File: src/rtl/dpsk_symbol_mod.sv
// DPSK symbol modulator: differentially encodes handshaked data bits and flips the DDS
// sine carrier by 0/180 deg per SPS-sample symbol. Optional I/Q output: DPSK_QOUT_EN.
module dpsk_symbol_mod #(
    parameter int MPR  = 10,
    parameter int SPS  = 16,
    parameter int CNTW = 5
) (
    input  logic           clk,
    input  logic           reset,
    input  logic           clken,
    input  logic           tx_en,
    input  logic [MPR-1:0] fsin_i,
    input  logic           car_valid,
    input  logic           bit_i,
    input  logic           bit_valid,
    output logic           bit_ready,
    output logic [MPR-1:0] mod_o,
    output logic           mod_valid,
    output logic           sym_start,
`ifdef DPSK_QOUT_EN
    input  logic [MPR-1:0] fcos_i,
    output logic [MPR-1:0] modq_o,
`endif
    output logic           underrun
);

    typedef enum logic {IDLE, RUN} state_t;

    localparam logic [CNTW-1:0] CNT_LAST = CNTW'(SPS - 1);
    localparam logic [MPR-1:0]  S_MIN    = {1'b1, {(MPR-1){1'b0}}};
    localparam logic [MPR-1:0]  S_MAX    = {1'b0, {(MPR-1){1'b1}}};

    state_t          state_q, state_d;
    logic [CNTW-1:0] cnt_q, cnt_d;
    logic            d_q, d_d;
    logic            starved_q, starved_d;
    logic            buf_full_q, buf_bit_q;
    logic            stb, consume, run_stb;

    // Negation saturates the single asymmetric code instead of wrapping back to itself.
    function automatic logic [MPR-1:0] apply_phase(input logic [MPR-1:0] x, input logic neg);
        if (!neg)
            return x;
        else if (x == S_MIN)
            return S_MAX;
        else
            return ~x + 1'b1;
    endfunction

    assign stb       = clken & car_valid;
    assign run_stb   = stb & (state_q == RUN);
    assign bit_ready = clken & ~reset & (~buf_full_q | consume);

    // NOTE: every always_comb output gets a default first so no path can infer a latch.
    always_comb begin
        state_d   = state_q;
        cnt_d     = cnt_q;
        d_d       = d_q;
        starved_d = starved_q;
        consume   = 1'b0;
        if (stb) begin
            case (state_q)
                IDLE: begin
                    if (tx_en && buf_full_q) begin
                        state_d   = RUN;
                        consume   = 1'b1;
                        d_d       = buf_bit_q;
                        cnt_d     = '0;
                        starved_d = 1'b0;
                    end
                end
                RUN: begin
                    if (cnt_q == CNT_LAST) begin
                        cnt_d = '0;
                        if (!tx_en) begin
                            state_d   = IDLE;
                            d_d       = 1'b0;
                            starved_d = 1'b0;
                        end else if (buf_full_q) begin
                            consume   = 1'b1;
                            d_d       = d_q ^ buf_bit_q;
                            starved_d = 1'b0;
                        end else begin
                            starved_d = 1'b1;
                        end
                    end else begin
                        cnt_d = cnt_q + 1'b1;
                    end
                end
                default: state_d = IDLE;
            endcase
        end
    end

    // NOTE: sequential state uses non-blocking assignments so all registers update together.
    always_ff @(posedge clk or posedge reset) begin
        if (reset) begin
            state_q    <= IDLE;
            cnt_q      <= '0;
            d_q        <= 1'b0;
            starved_q  <= 1'b0;
            buf_full_q <= 1'b0;
            buf_bit_q  <= 1'b0;
            mod_o      <= '0;
            mod_valid  <= 1'b0;
            sym_start  <= 1'b0;
            underrun   <= 1'b0;
`ifdef DPSK_QOUT_EN
            modq_o     <= '0;
`endif
        end else begin
            state_q   <= state_d;
            cnt_q     <= cnt_d;
            d_q       <= d_d;
            starved_q <= starved_d;
            mod_valid <= run_stb;
            sym_start <= run_stb && (cnt_q == '0);
            // Underrun is flagged with the first sample of the symbol that had no bit.
            if (run_stb && (cnt_q == '0) && starved_q)
                underrun <= 1'b1;
            if (stb) begin
                mod_o <= (state_q == RUN) ? apply_phase(fsin_i, d_q) : '0;
`ifdef DPSK_QOUT_EN
                modq_o <= (state_q == RUN) ? apply_phase(fcos_i, d_q) : '0;
`endif
            end
            if (bit_valid && bit_ready) begin
                buf_full_q <= 1'b1;
                buf_bit_q  <= bit_i;
            end else if (consume) begin
                buf_full_q <= 1'b0;
            end
        end
    end

endmodule

File: config.mk
export PLATFORM = sky130hd
export DESIGN_NAME = dpsk_symbol_mod
export DESIGN_NICKNAME = d
export VERILOG_FILES = /design/src/rtl/dpsk_symbol_mod.sv
export SDC_FILE = /design/constraint.sdc
export NUM_CORES = 1
export LEC_CHECK = 0
export ABC_AREA = 1
export BUFFER_PORTS_ARGS = -buffer_cell sky130_fd_sc_hd__buf_4
export CAP_MARGIN = 20
export CORE_ASPECT_RATIO = 1.25
export CORE_MARGIN = 3
export CORE_UTILIZATION = 40
export CTS_CLUSTER_DIAMETER = 50
export DETAILED_ROUTE_END_ITERATION = 16
export HOLD_SLACK_MARGIN = 0.08
export SYNTH_ARGS = -nofsm -noshare
export SYNTH_HDL_FRONTEND = slang
export SYNTH_SLANG_ARGS = --single-unit
export TNS_END_PERCENT = 30
File: constraint.sdc
create_clock -name clk -period 2.3 [get_ports clk]
set_input_delay 0.345 -clock clk [delete_from_list [all_inputs] [get_ports clk]]
set_output_delay 0.345 -clock clk [all_outputs]
set_load 0.005 [all_outputs]
* Yosys cells after proc, flatten, opt, wreduce, memory -nomap -nowiden
Cells that the tools add are included.
Cells by class: add/sub/neg operators 2, equal/unequal tests 5, multiplexer cells 27, bitwise gates (word level) 10, reductions and logical operators 9
Operators with widths (number):
- two-way mux 10 bit | 3
- two-way mux 1 bit | 17
- adder 10 x 1 -> 10 bit (second input constant) | 1
- equality test 10 bit (second input constant) | 1
- two-way mux 5 bit | 2
- inverter 10 bit | 1
- case mux 5 bit (2 select lines) | 1
- case mux 1 bit (2 select lines) | 4
- adder 5 x 1 -> 5 bit (second input constant) | 1
- equality test 5 x 4 -> 1 bit (second input constant) | 1
- logical NOT 5 bit | 1
- AND 1 bit | 4
- logical AND 1 bit | 4
- AND reduction 4 bit | 1
- inequality test 3 x 2 -> 1 bit (second input constant) | 1
- inverter 1 bit | 3
- AND reduction 3 bit | 1
- inequality test 2 x 1 -> 1 bit (second input constant) | 1
- inequality test 2 bit (second input constant) | 1
- AND reduction 2 bit | 1
- nonzero test 2 bit | 1
- OR 1 bit | 1
- bitwise XOR 1 bit | 1
Word-level totals: bits in registers 23, bits of input ports 17, output and inout bits 14, word-level logic and storage cells 63

* Logic depth before layout (Yosys ltp)
Gate-level depths: netlist of run 1.
depth in word-level cells 9, gate-level depth with buffers 8, mapped depth without buffers 8

* Least setup slack after synthesis of run 1
Ideal clock, no wire load.
path type register to output, start point reg cnt_q[0], end point out bit_ready, data arrival time 0.973 ns, required time 1.955 ns, setup slack 0.982 ns, cell stages (with the launch flop) 6, buffers on the path 0, path through dfrtp_1 > ha_1 > nand4_1 > nand2_1 > nand2_1 > a21boi_0
Between the ends: cells in the longest elaborated chain, start to end 6
RTL lines:
- start, declared | RTL line 34 | logic [CNTW-1:0] cnt_q, cnt_d;
- start signal, assigned | RTL line 113 | cnt_q <= cnt_d;
- equality test 5 x 4 -> 1 bit | RTL line 73 | if (cnt_q == CNT_LAST) begin
- two-way mux 1 bit | RTL line 73
- case mux 1 bit (2 select lines) | RTL line 62 | case (state_q)
- two-way mux 1 bit | RTL line 61 | if (stb) begin
- OR 1 bit | RTL line 52 | assign bit_ready = clken & ~reset & (~buf_full_q | consume);
- AND 1 bit | RTL line 52
- end, declared | RTL line 16 | output logic bit_ready,
No other way between the ends.

* Final worst setup path of run 1
start point reg cnt_q[1], end point out bit_ready
The elaborated chain is that of the path after synthesis.

==> out/results.tsv, run 1 <==
stage	metric	value	unit
setup_path	crit start category	flop	
routing	WL/cell	12.0	um
grt	initial antenna violation count	0	
synthesis	Compound-Gate Fraction of Synth Area	7.52	%
synthesis	Ys Warns	0	
setup_path	CP max stage delay	400	ps
power	Final Power	1.35	mW
routing	remaining antenna violation count	0	
sta	Tmin final	1860	ps
setup_path	Crit path buffers/inverters	1	
job	max-cap violation count	0	
synthesis	Syn Nets	203	
routing	final wirelength	3.02	mm
power	Gate power share	40.4	%
clock_tree	Root Driver	clkbuf_4	
clock_tree	hold-fix buffers at CTS	0	
sta	Least-Margin Pin Slew	851	ps
power	register share of total power	45.9	%
floorplanning	die span in x	57.6	um
synthesis	Seq/Total Area, Yosys	43.2	%
power	Internal	838	uW
synthesis	synthesized area	1330	um2
placed_design	port bufs	30	
grt	first-pass GRT wire length	5.39	mm
setup_path	CP Capture Type	output port	
clock_tree	post-CTS sizing	0	
grt	largest net degree at the start of global routing	24	
sta	Setup-failing EPs final	0	
final_layout	nets@finish	237	
final_layout	Register Area	576	um2
setup_path	Crit path arrival time	1510	ps
floorplanning	FP Rows	22	
floorplanning	die height	70.5	um
sta	Tcrit/Tclk final	80.8	%
grt	total global-route track usage	16.2	%
routing	vias per cell	5.10	
sta	final hold violation count	0	
final_layout	Layout fillers	305	
power	Psw	510	uW
synthesis	mux share of post-synthesis cell area	0	%
placed_design	placed cells	248	
synthesis	#FFs+latches synth	23	
clock_tree	CTS Buffer Depth	2	
routing	Residual DRC	0	
setup_path	WS Path Type	flop to output port	
synthesis	Cells after Synth	183	
sta	Clock Skews	6.90	ps
sta	Setup TNS Final	0	ps
grt	GRT overflow	0	
clock_tree	Reg clk slew, reported paths	130	ps
final_layout	Final Cell Area	1630	um2
setup_path	CP max-delay cell	dfrtp_1	
synthesis	syn avg cell area	7.27	um2
placed_design	DP Area	1600	um2
synthesis	post-synthesis xor/xnor area fraction	1.32	%
synthesis	Yosys top cell area share	43.2	%
synthesis	post-synth cell types	26	
final_layout	antenna cells	0	
clock_tree	clk sinks	23	
placed_design	gpl congestion	0.864	
floorplanning	starting density of the core	43.6	%
synthesis	Adder-Cell Fraction of Synth Area	2.82	%
synthesis	Synth Area in Simple Gates	37.0	%
status	run status	complete, no violations	
sta	max-slew violations	0	
worst_hold_path	worst hold-check path type	primary input to asynchronous set/reset pin	
power	Pwr per Cell Area	827	nW/um2
clock_tree	Num CTS Buffers	3	
routing	1st-iter DRT viols	38	
clock_tree	H-tree depth	1	
power	Peak VDD IR	490	uV
power	switch share	37.8	%
setup_path	Worst path top cell family by delay	flip-flops	
power	Clk pwr share	13.7	%
floorplanning	die area	4060	um2
floorplanning	Core Box Area	3060	um2
setup_path	CP dominant cell by count	nand2_1	
sta	RSZ-0062 raised after global routing	no	
setup_path	crit path max fanout	3	
clock_tree	CTS tree	yes	
final_layout	Post-Layout Cell Count	252	
power	Leakage	0.876	nW
clock_tree	Skew-Pair Late Insertion Delay	310	ps
placed_design	DP HPWL	2.38	mm
synthesis	largest area contributor in the synthesized netlist	dfrtp_1	
synthesis	Synth area leaders	dfrtp_1, nand2_1, nand3_1	
grt	number of global-route vias before repair	1342	
final_layout	share of layout cells above drive strength 1	20.8	%
synthesis	largest family of logic cells by synthesized area	simple AND/OR/NAND/NOR gates	
floorplanning	Top Ports	31	
setup_path	CP required	1960	ps
sta	Slew headroom	43.2	%
clock_tree	Post-CTS Setup Repair Bufs	0	
routing	vias	1284	
final_layout	Final Util	53.4	%
final_layout	area of the multi-input gates	648	um2
routing	drt first pass iters	4	
sta	Max Clk Rate	0.538	GHz
setup_path	crit path cell chain	ha_1 > nand4_1 > nand2_1 > nand2_1 > a21boi_0 > buf_4	
final_layout	Layout area overhead	22.5	%
registers in the layout (all words and copies together) (netlist names):
name and count:
underrun 1, state_q 1, starved_q 1, sym_start 1
mod_o 10, buf_full_q 1, buf_bit_q 1, mod_valid 1
cnt_q 5, d_q 1
layout make-up:
type | count | share of cell area, %
Clock buffer | 3 | 1.38
Multi-Input combinational cell | 132 | 39.8
Inverter | 25 | 5.76
Timing Repair Buffer | 32 | 14.7
Sequential cell | 23 | 35.3
Tap cell | 36 | 2.76
Clock inverter | 1 | 0.307
worst paths after layout:
path                                            from                  end  slack [ps]  cells past startpoint
worst max-delay path            cnt_q[1]$_DFFE_PP0P_            bit_ready         440                      6
worst min-delay path                           reset      d_q$_DFFE_PP0P_         200                      2
worst max register to register  cnt_q[1]$_DFFE_PP0P_      d_q$_DFFE_PP0P_         940                      8
worst min register to register  cnt_q[4]$_DFFE_PP0P_  sym_start$_DFF_PP0_         460                      1
max in group asynchronous                      reset  state_q$_DFFE_PP0P_        1570                      2
min in group clk                               tx_en  state_q$_DFFE_PP0P_         300                      3
cell usage in the layout, fill, tap and decap left out, drive strengths merged:
cell type  Yosys  layout
a21boi         1       1
a21o           1       1
a21oi          4       4
buf            2      32
clkbuf         1       3
clkinv         0       1
dfrtp         23      23
ha             3       3
inv           25      25
nand2         62      62
nand3         25      25
nand4          4       4
nor2          15      15
nor3           5       5
o21a           1       1
o21ai          8       8
o22ai          1       1
xnor2          1       1
xor2           1       1
cell usage after synthesis:
master	n
nor2_4	1
nand4_1	4
nor3_1	3
o21ai_0	7
buf_2	2
xnor2_1	1
a21oi_4	1
dfrtp_1	23
inv_2	3
nor3_2	1
o22ai_1	1
nand2_2	1
ha_1	3
nor3_4	1
xor2_1	1
a21o_1	1
a21oi_1	3
nand3_1	25
o21a_1	1
inv_1	22
nor2_2	1
nand2_1	61
nor2_1	13
o21ai_1	1
a21boi_0	1
clkbuf_1	1
power groups by stage:
stage / combinational [mW] / sequential (mW) / clock [mW]
after floorplan: 0.343 / 0.619 / 0
after global placement: 0.540 / 0.619 / 0
after detailed placement: 0.552 / 0.625 / 0
after CTS: 0.553 / 0.617 / 0.195
after global routing: 0.628 / 0.637 / 0.208
final: 0.545 / 0.619 / 0.185
layer usage:
metal | up-vias | share of wire (%) | GRT usage [%]
met5 | - | 0 | 0
met4 | 0 | 0.93 | 4.90
met3 | 4 | 4.7 | 2.03
met2 | 29 | 50 | 29.5
met1 | 605 | 44 | 19.2
li1 | 646 | - | -
logic make-up after synthesis:
logic type,after synthesis
and+or+nand+nor,111
xor gates and xnor gates,2
buffers and inverters,28
AOI/OAI and AO/OA,16
DFF,23
adders and majority gates,3
through the flow:
stage                     worst slack (ps)  hold slack (ps)
after detailed placement               649              444
after CTS                              415              230
after global placement                 675              444
final                                  441              205
after global routing                   247              273
after floorplan                        982              347
Power figures use the tool's default switching activity.
==> run 2: changes to the inputs <==
clock period = 1.78 ns   (was 2.3 ns; I/O delays follow)
==> run 2 against run 1 <==
  * Sequential cell count unchanged
  * Largest cell class unchanged
  * Wire length is 2.8% higher
  * Final cell count grew 3.2%
  * Non-clock buffer count rose by 8
  * Worst setup slack worse by 340 ps
  * Critical path depth decreased by 1
  * Combinational power is 45% higher
  * Via count increased by 1.2%
  * Clock power increased by 31%
  * Clock-buffer cell count did not move
  * Sequential share of layout area decreased by 1.6 points
==> out/results.tsv, run 2 (synthesis gave the netlist of run 1 again) <==
stage	metric	value	unit	change
clock_tree	clk sinks	23		unchanged
floorplanning	die span in x	57.6	um	unchanged
routing	drt first pass iters	4		unchanged
worst_hold_path	Hold EP	state_q$_DFFE_PP0P_		
grt	largest net degree at the start of global routing	24		unchanged
clock_tree	Num CTS Buffers	3		unchanged
final_layout	Layout fillers	310		was 305
setup_path	crit path max fanout	3		unchanged
sta	Clock Skews	1.47	ps	was 6.90 ps
worst_hold_path	Min-Delay Path Depth	3		
floorplanning	Top Ports	31		unchanged
placed_design	gpl congestion	0.916		was 0.864
final_layout	Final Util	55.8	%	was 53.4%
worst_hold_path	worst hold path startpoint	tx_en		
setup_path	R2R Path End	underrun$_DFFE_PP0P_		was d_q$_DFFE_PP0P_
final_layout	share of layout cells above drive strength 1	23.7	%	was 20.8%
sta	Setup TNS Final	0	ps	unchanged
clock_tree	H-tree depth	1		unchanged
sta	Tcrit/Tclk final	94.4	%	
setup_path	crit path cell chain	dlygate4sd3_1 > buf_4 > nor2_1 > a21boi_1 > buf_4		was ha_1 > nand4_1 > nand2_1 > nand2_1 > a21boi_0 > buf_4
sta	final hold violation count	0		unchanged
setup_path	Crit path arrival time	1410	ps	was 1510 ps
setup_path	CP dominant cell by count	buf_4		was nand2_1
final_layout	most common cell after layout, fill and taps aside	nand2_1		unchanged
grt	initial antenna violation count	0		unchanged
routing	final wirelength	3.11	mm	was 3.02 mm
clock_tree	CTS tree	yes		unchanged
worst_hold_path	worst hold-check path type	primary input to flop		was primary input to asynchronous set/reset pin
power	Leakage	0.914	nW	was 0.876 nW
clock_tree	Reg clk slew, reported paths	130	ps	about the same
sta	Tmin final	1680	ps	
placed_design	DP HPWL	2.43	mm	was 2.38 mm
floorplanning	die height	70.5	um	unchanged
final_layout	max reg flops	10		unchanged
final_layout	Layout area overhead	28.1	%	was 22.5%
grt	total global-route track usage	17.1	%	was 16.2%
floorplanning	die area	4060	um2	unchanged
sta	Max Clk Rate	0.595	GHz	
clock_tree	Skew-Pair Late Insertion Delay	310	ps	about the same
placed_design	port bufs	30		unchanged
routing	vias	1299		was 1284
setup_path	CP Capture Type	output port		unchanged
power	Pwr per Cell Area	1080	nW/um2	was 827 nW/um2
floorplanning	starting density of the core	43.6	%	unchanged
sta	Setup-failing EPs final	0		unchanged
routing	Residual DRC	0		unchanged
setup_path	CP required	1510	ps	was 1960 ps
power	Final Power	1.84	mW	was 1.35 mW
routing	vias per cell	5.00		was 5.10
grt	first-pass GRT wire length	5.71	mm	was 5.39 mm
setup_path	crit start category	primary input		was flop
final_layout	nets@finish	245		was 237
grt	number of global-route vias before repair	1418		was 1342
final_layout	biggest regs	mod_o: 10 flops, cnt_q: 5 flops		unchanged
routing	1st-iter DRT viols	40		was 38
grt	GRT overflow	0		unchanged
sta	max-slew violations	0		unchanged
final_layout	antenna cells	0		unchanged
routing	WL/cell	11.9	um	was 12.0 um
setup_path	Worst path top cell family by delay	buffers and inverters		was flip-flops
setup_path	reg2reg setup slack	390	ps	was 940 ps
final_layout	area of the multi-input gates	661	um2	was 648 um2
setup_path	RR Startpoint	cnt_q[1]$_DFFE_PP0P_		unchanged
setup_path	R2R depth	7		was 8
clock_tree	CTS Buffer Depth	2		unchanged
setup_path	Crit path buffers/inverters	3		was 1
sta	Slew headroom	79.9	%	was 43.2%
clock_tree	Root Driver	clkbuf_4		unchanged
final_layout	Most flops, register	mod_o		unchanged
status	run status	complete, no violations		unchanged
sta	Least-Margin Pin Slew	301	ps	was 851 ps
job	max-cap violation count	0		unchanged
final_layout	Register Area	576	um2	unchanged
setup_path	WS Path Type	primary input to output port		was flop to output port
setup_path	CP max stage delay	540	ps	was 400 ps
final_layout	most frequent cells in the layout	nand2_1, buf_4, nand3_1, dfrtp_1, inv_1		unchanged
power	Peak VDD IR	702	uV	was 490 uV
setup_path	CP max-delay cell	dlygate4sd3_1		was dfrtp_1
floorplanning	Core Box Area	3060	um2	unchanged
placed_design	placed cells	250		was 248
floorplanning	FP Rows	22		unchanged
final_layout	Post-Layout Cell Count	260		was 252
routing	remaining antenna violation count	0		unchanged
==> run 2: repair_timing <==
item	CTS	global route
setup buffers	2	3
resized for setup	1	2
pin swaps	0	4
setup endpoints to repair	1	1
endpoints found under the hold margin	23	0
hold buffers	1	0
==> run 2: per-layer routing <==
metal  share of wire [%]  up-vias  GRT usage (%)
li1                    -      668              -
met4                0.68        0           5.93
met1                  42      604           20.4
met5                   0        -              0
met3                 4.3        2           2.22
met2                  53       25           30.7
==> run 2: metrics by stage <==
stage	cell area (um2)	hold slack, ps	setup slack, ps
finish	1710	214	99.6
global route	1710	207	-25.8
CTS	1670	194	5.94
detailed placement	1620	347	269
global placement	1620	338	344
floorplan	1330	269	540
==> run 2: worst reg2reg max path: cells and delay by family (launching register included) <==
| family | cells | cell delay [ps] |
|---|---|---|
| AOI/OAI and AO/OA | 1 | 130 |
| DFF | 1 | 430 |
| adders and majority gates | 1 | 160 |
| and+or+nand+nor | 2 | 300 |
| buffers and inverters | 3 | 320 |
==> run 2: cell type report <==
type,instances,share of cell area (%)
clock inverters,1,0.293
repair buffers,40,17.8
multi-input cells,132,38.7
clock buffers,3,1.32
well taps,36,2.64
flip-flops and latches,23,33.7
inverters,25,5.50
==> run 2: worst max path at each step <==
stage	start	to	slack, ps	cells after the start
2_1_floorplan	cnt_q[0]$_DFFE_PP0P_	bit_ready	540	5
3_3_place_gp	fsin_i[0]	mod_o[7]$_DFFE_PP0P_	340	9
3_5_place_dp	fsin_i[0]	mod_o[7]$_DFFE_PP0P_	270	9
4_1_cts	cnt_q[0]$_DFFE_PP0P_	bit_ready	6	6
5_1_grt	cnt_q[1]$_DFFE_PP0P_	bit_ready	-30	6
6_report	reset	bit_ready	100	5
==> run 2: power breakdown <==
part	leakage, nW	internal [mW]	total (mW)	switching [mW]
Sequential	0.301	0.680	0.804	0.125
Clock	0.0177	0.0839	0.242	0.158
Combinational	0.596	0.382	0.789	0.407
==> run 3: changes to the inputs <==
clock period = 2 ns   (was 1.78 ns; I/O delays follow)
==> run 3 against run 2 <==
  * Sequential share of layout area rose by 1.0 points
  * Wire length is 4.4% lower
  * Sequential cell count is the same
  * Core utilization decreased by 1.6 points
  * First-iteration DRC count did not move
  * Cell area decreased by 2.9%
  * Via count is 1.2% lower
==> out/results.tsv, run 3 (synthesis gave the netlist of run 1 again) <==
stage	metric	value	unit	change
status	run status	complete, no violations		unchanged
sta	Tmin final	1780	ps	
final_layout	Layout area overhead	24.3	%	was 28.1%
final_layout	antenna cells	0		unchanged
setup_path	RR Startpoint	cnt_q[0]$_DFFE_PP0P_		was cnt_q[1]$_DFFE_PP0P_
power	register share of total power	45.8	%	was 43.8%
floorplanning	Core Box Area	3060	um2	unchanged
final_layout	most common cell after layout, fill and taps aside	nand2_1		unchanged
clock_tree	CTS Buffer Depth	2		unchanged
setup_path	Worst path top cell family by delay	flip-flops		was buffers and inverters
job	max-cap violation count	0		unchanged
setup_path	Crit path arrival time	1480	ps	was 1410 ps
routing	WL/cell	11.6	um	was 11.9 um
sta	Setup TNS Final	0	ps	unchanged
sta	Least-Margin Pin Slew	298	ps	was 301 ps
sta	Clock Skews	1.41	ps	was 1.47 ps
power	Peak VDD IR	662	uV	was 702 uV
final_layout	most frequent cells in the layout	nand2_1, buf_4, nand3_1, dfrtp_1, inv_1		unchanged
power	Leakage	0.890	nW	was 0.914 nW
clock_tree	CTS tree	yes		unchanged
routing	vias	1284		was 1299
grt	largest net degree at the start of global routing	24		unchanged
grt	first-pass GRT wire length	5.20	mm	was 5.71 mm
setup_path	WS Path Type	flop to output port		was primary input to output port
placed_design	port bufs	30		unchanged
power	Gate power share	40.6	%	was 43.0%
routing	final wirelength	2.97	mm	was 3.11 mm
setup_path	CP required	1700	ps	was 1510 ps
sta	RSZ-0062 raised after global routing	no		
sta	Setup-failing EPs final	0		unchanged
final_layout	area of the multi-input gates	648	um2	was 661 um2
sta	max-slew violations	0		unchanged
clock_tree	Num CTS Buffers	3		unchanged
sta	final hold violation count	0		unchanged
final_layout	biggest regs	mod_o: 10 flops, cnt_q: 5 flops		unchanged
setup_path	crit path max fanout	3		unchanged
setup_path	Crit path buffers/inverters	1		was 3
final_layout	max reg flops	10		unchanged
routing	Residual DRC	0		unchanged
placed_design	DP HPWL	2.33	mm	was 2.43 mm
power	Psw	583	uW	was 689 uW
power	Internal	970	uW	was 1.15 mW
floorplanning	die height	70.5	um	unchanged
grt	initial antenna violation count	0		unchanged
routing	1st-iter DRT viols	40		unchanged
sta	Slew headroom	80.1	%	was 79.9%
final_layout	Layout fillers	307		was 310
clock_tree	Root Driver	clkbuf_4		unchanged
worst_hold_path	worst hold-check path type	primary input to flop		unchanged
floorplanning	Top Ports	31		unchanged
routing	remaining antenna violation count	0		unchanged
floorplanning	die span in x	57.6	um	unchanged
clock_tree	H-tree depth	1		unchanged
grt	GRT overflow	0		unchanged
clock_tree	Skew-Pair Late Insertion Delay	300	ps	was 310 ps
sta	Hold WS	254	ps	was 214 ps
floorplanning	FP Rows	22		unchanged
setup_path	CP Capture Type	output port		unchanged
power	switch share	37.5	%	was 37.6%
setup_path	crit start category	flop		was primary input
grt	total global-route track usage	15.7	%	was 17.1%
final_layout	Register Area	576	um2	unchanged
placed_design	gpl congestion	0.952		was 0.916
worst_hold_path	worst hold path startpoint	bit_i		was tx_en
setup_path	CP max-delay cell	dfrtp_1		was dlygate4sd3_1
power	Clk pwr share	13.6	%	was 13.2%
setup_path	CP max stage delay	400	ps	was 540 ps
sta	Max Clk Rate	0.560	GHz	
final_layout	Most flops, register	mod_o		unchanged
setup_path	CP dominant cell by count	nand2_1		was buf_4
routing	vias per cell	5.04		was 5.00
setup_path	CP startpoint	cnt_q[0]$_DFFE_PP0P_		was reset
power	Pwr per Cell Area	939	nW/um2	was 1080 nW/um2
clock_tree	clk sinks	23		unchanged
floorplanning	die area	4060	um2	unchanged
final_layout	nets@finish	240		was 245
sta	Tcrit/Tclk final	89.2	%	
grt	number of global-route vias before repair	1252		was 1418
clock_tree	Reg clk slew, reported paths	130	ps	about the same
setup_path	crit path cell chain	ha_1 > nand4_1 > nand2_1 > nand2_1 > a21boi_1 > buf_4		was dlygate4sd3_1 > buf_4 > nor2_1 > a21boi_1 > buf_4
routing	drt first pass iters	4		unchanged
floorplanning	starting density of the core	43.6	%	unchanged
final_layout	share of layout cells above drive strength 1	21.5	%	was 23.7%
-- run 3: area by class of cell --
type | count | area share, %
Clock inverter | 1 | 0.302
Tap cell | 36 | 2.72
Multi-Input combinational cell | 132 | 39.2
Clock buffer | 3 | 1.36
Sequential cell | 23 | 34.8
Inverter | 25 | 5.67
Timing Repair Buffer | 35 | 16.0
-- run 3: power by group through the flow --
stage / clock, mW / combinational [mW] / sequential [mW]
4_1_cts: 0.218 / 0.640 / 0.713
3_5_place_dp: 0 / 0.635 / 0.723
5_1_grt: 0.239 / 0.721 / 0.735
2_1_floorplan: 0 / 0.394 / 0.712
6_report: 0.211 / 0.630 / 0.712
3_3_place_gp: 0 / 0.628 / 0.714
-- run 3: path summary, 6_finish.rpt --
kind | to | slack, ps | cells after the start
worst min register to register | sym_start$_DFF_PP0_ | 470 | 1
worst min-delay path | buf_bit_q$_DFFE_PP0P_ | 250 | 3
max in group asynchronous | underrun$_DFFE_PP0P_ | 1180 | 4
min in group asynchronous | mod_o[8]$_DFFE_PP0P_ | 590 | 4
worst max-delay path | bit_ready | 220 | 6
worst max register to register | starved_q$_DFFE_PP0P_ | 640 | 7
-- run 3: metrics by stage --
step / worst slack (ps) / util [%] / total power [mW] / area (um2) / cells
finish: 215 / 54.2 / 1.55 / 1660 / 255
global route: 44.2 / 54.2 / 1.69 / 1660 / 255
CTS: 157 / 54.2 / 1.57 / 1660 / 255
detailed placement: 473 / 52.9 / 1.36 / 1620 / 250
global placement: 529 / 52.9 / 1.34 / 1620 / 250
floorplan: 727 / - / 1.11 / 1330 / 183
-- run 3: routing by layer --
metal / global-route usage (%) / wire length [um] / vias up
met4: 7.73 / 24 / 0
met3: 2.22 / 125 / 2
met2: 27.6 / 1500 / 23
li1: - / - / 655
met5: 0 / 0 / -
met1: 18.2 / 1320 / 604
-- run 3: repair_timing --
action                                  4_1_cts  5_1_grt
hold endpoints to repair                     23        0
buffers inserted                              0        0
hold buffers                                  1        0
endpoints found under the setup margin        0        1
gates resized for setup                       0        1
-- run 3: worst min-delay path: stages --
cell,delay (ps)
buf_4,80
nand4_1,80
nand2_1,80
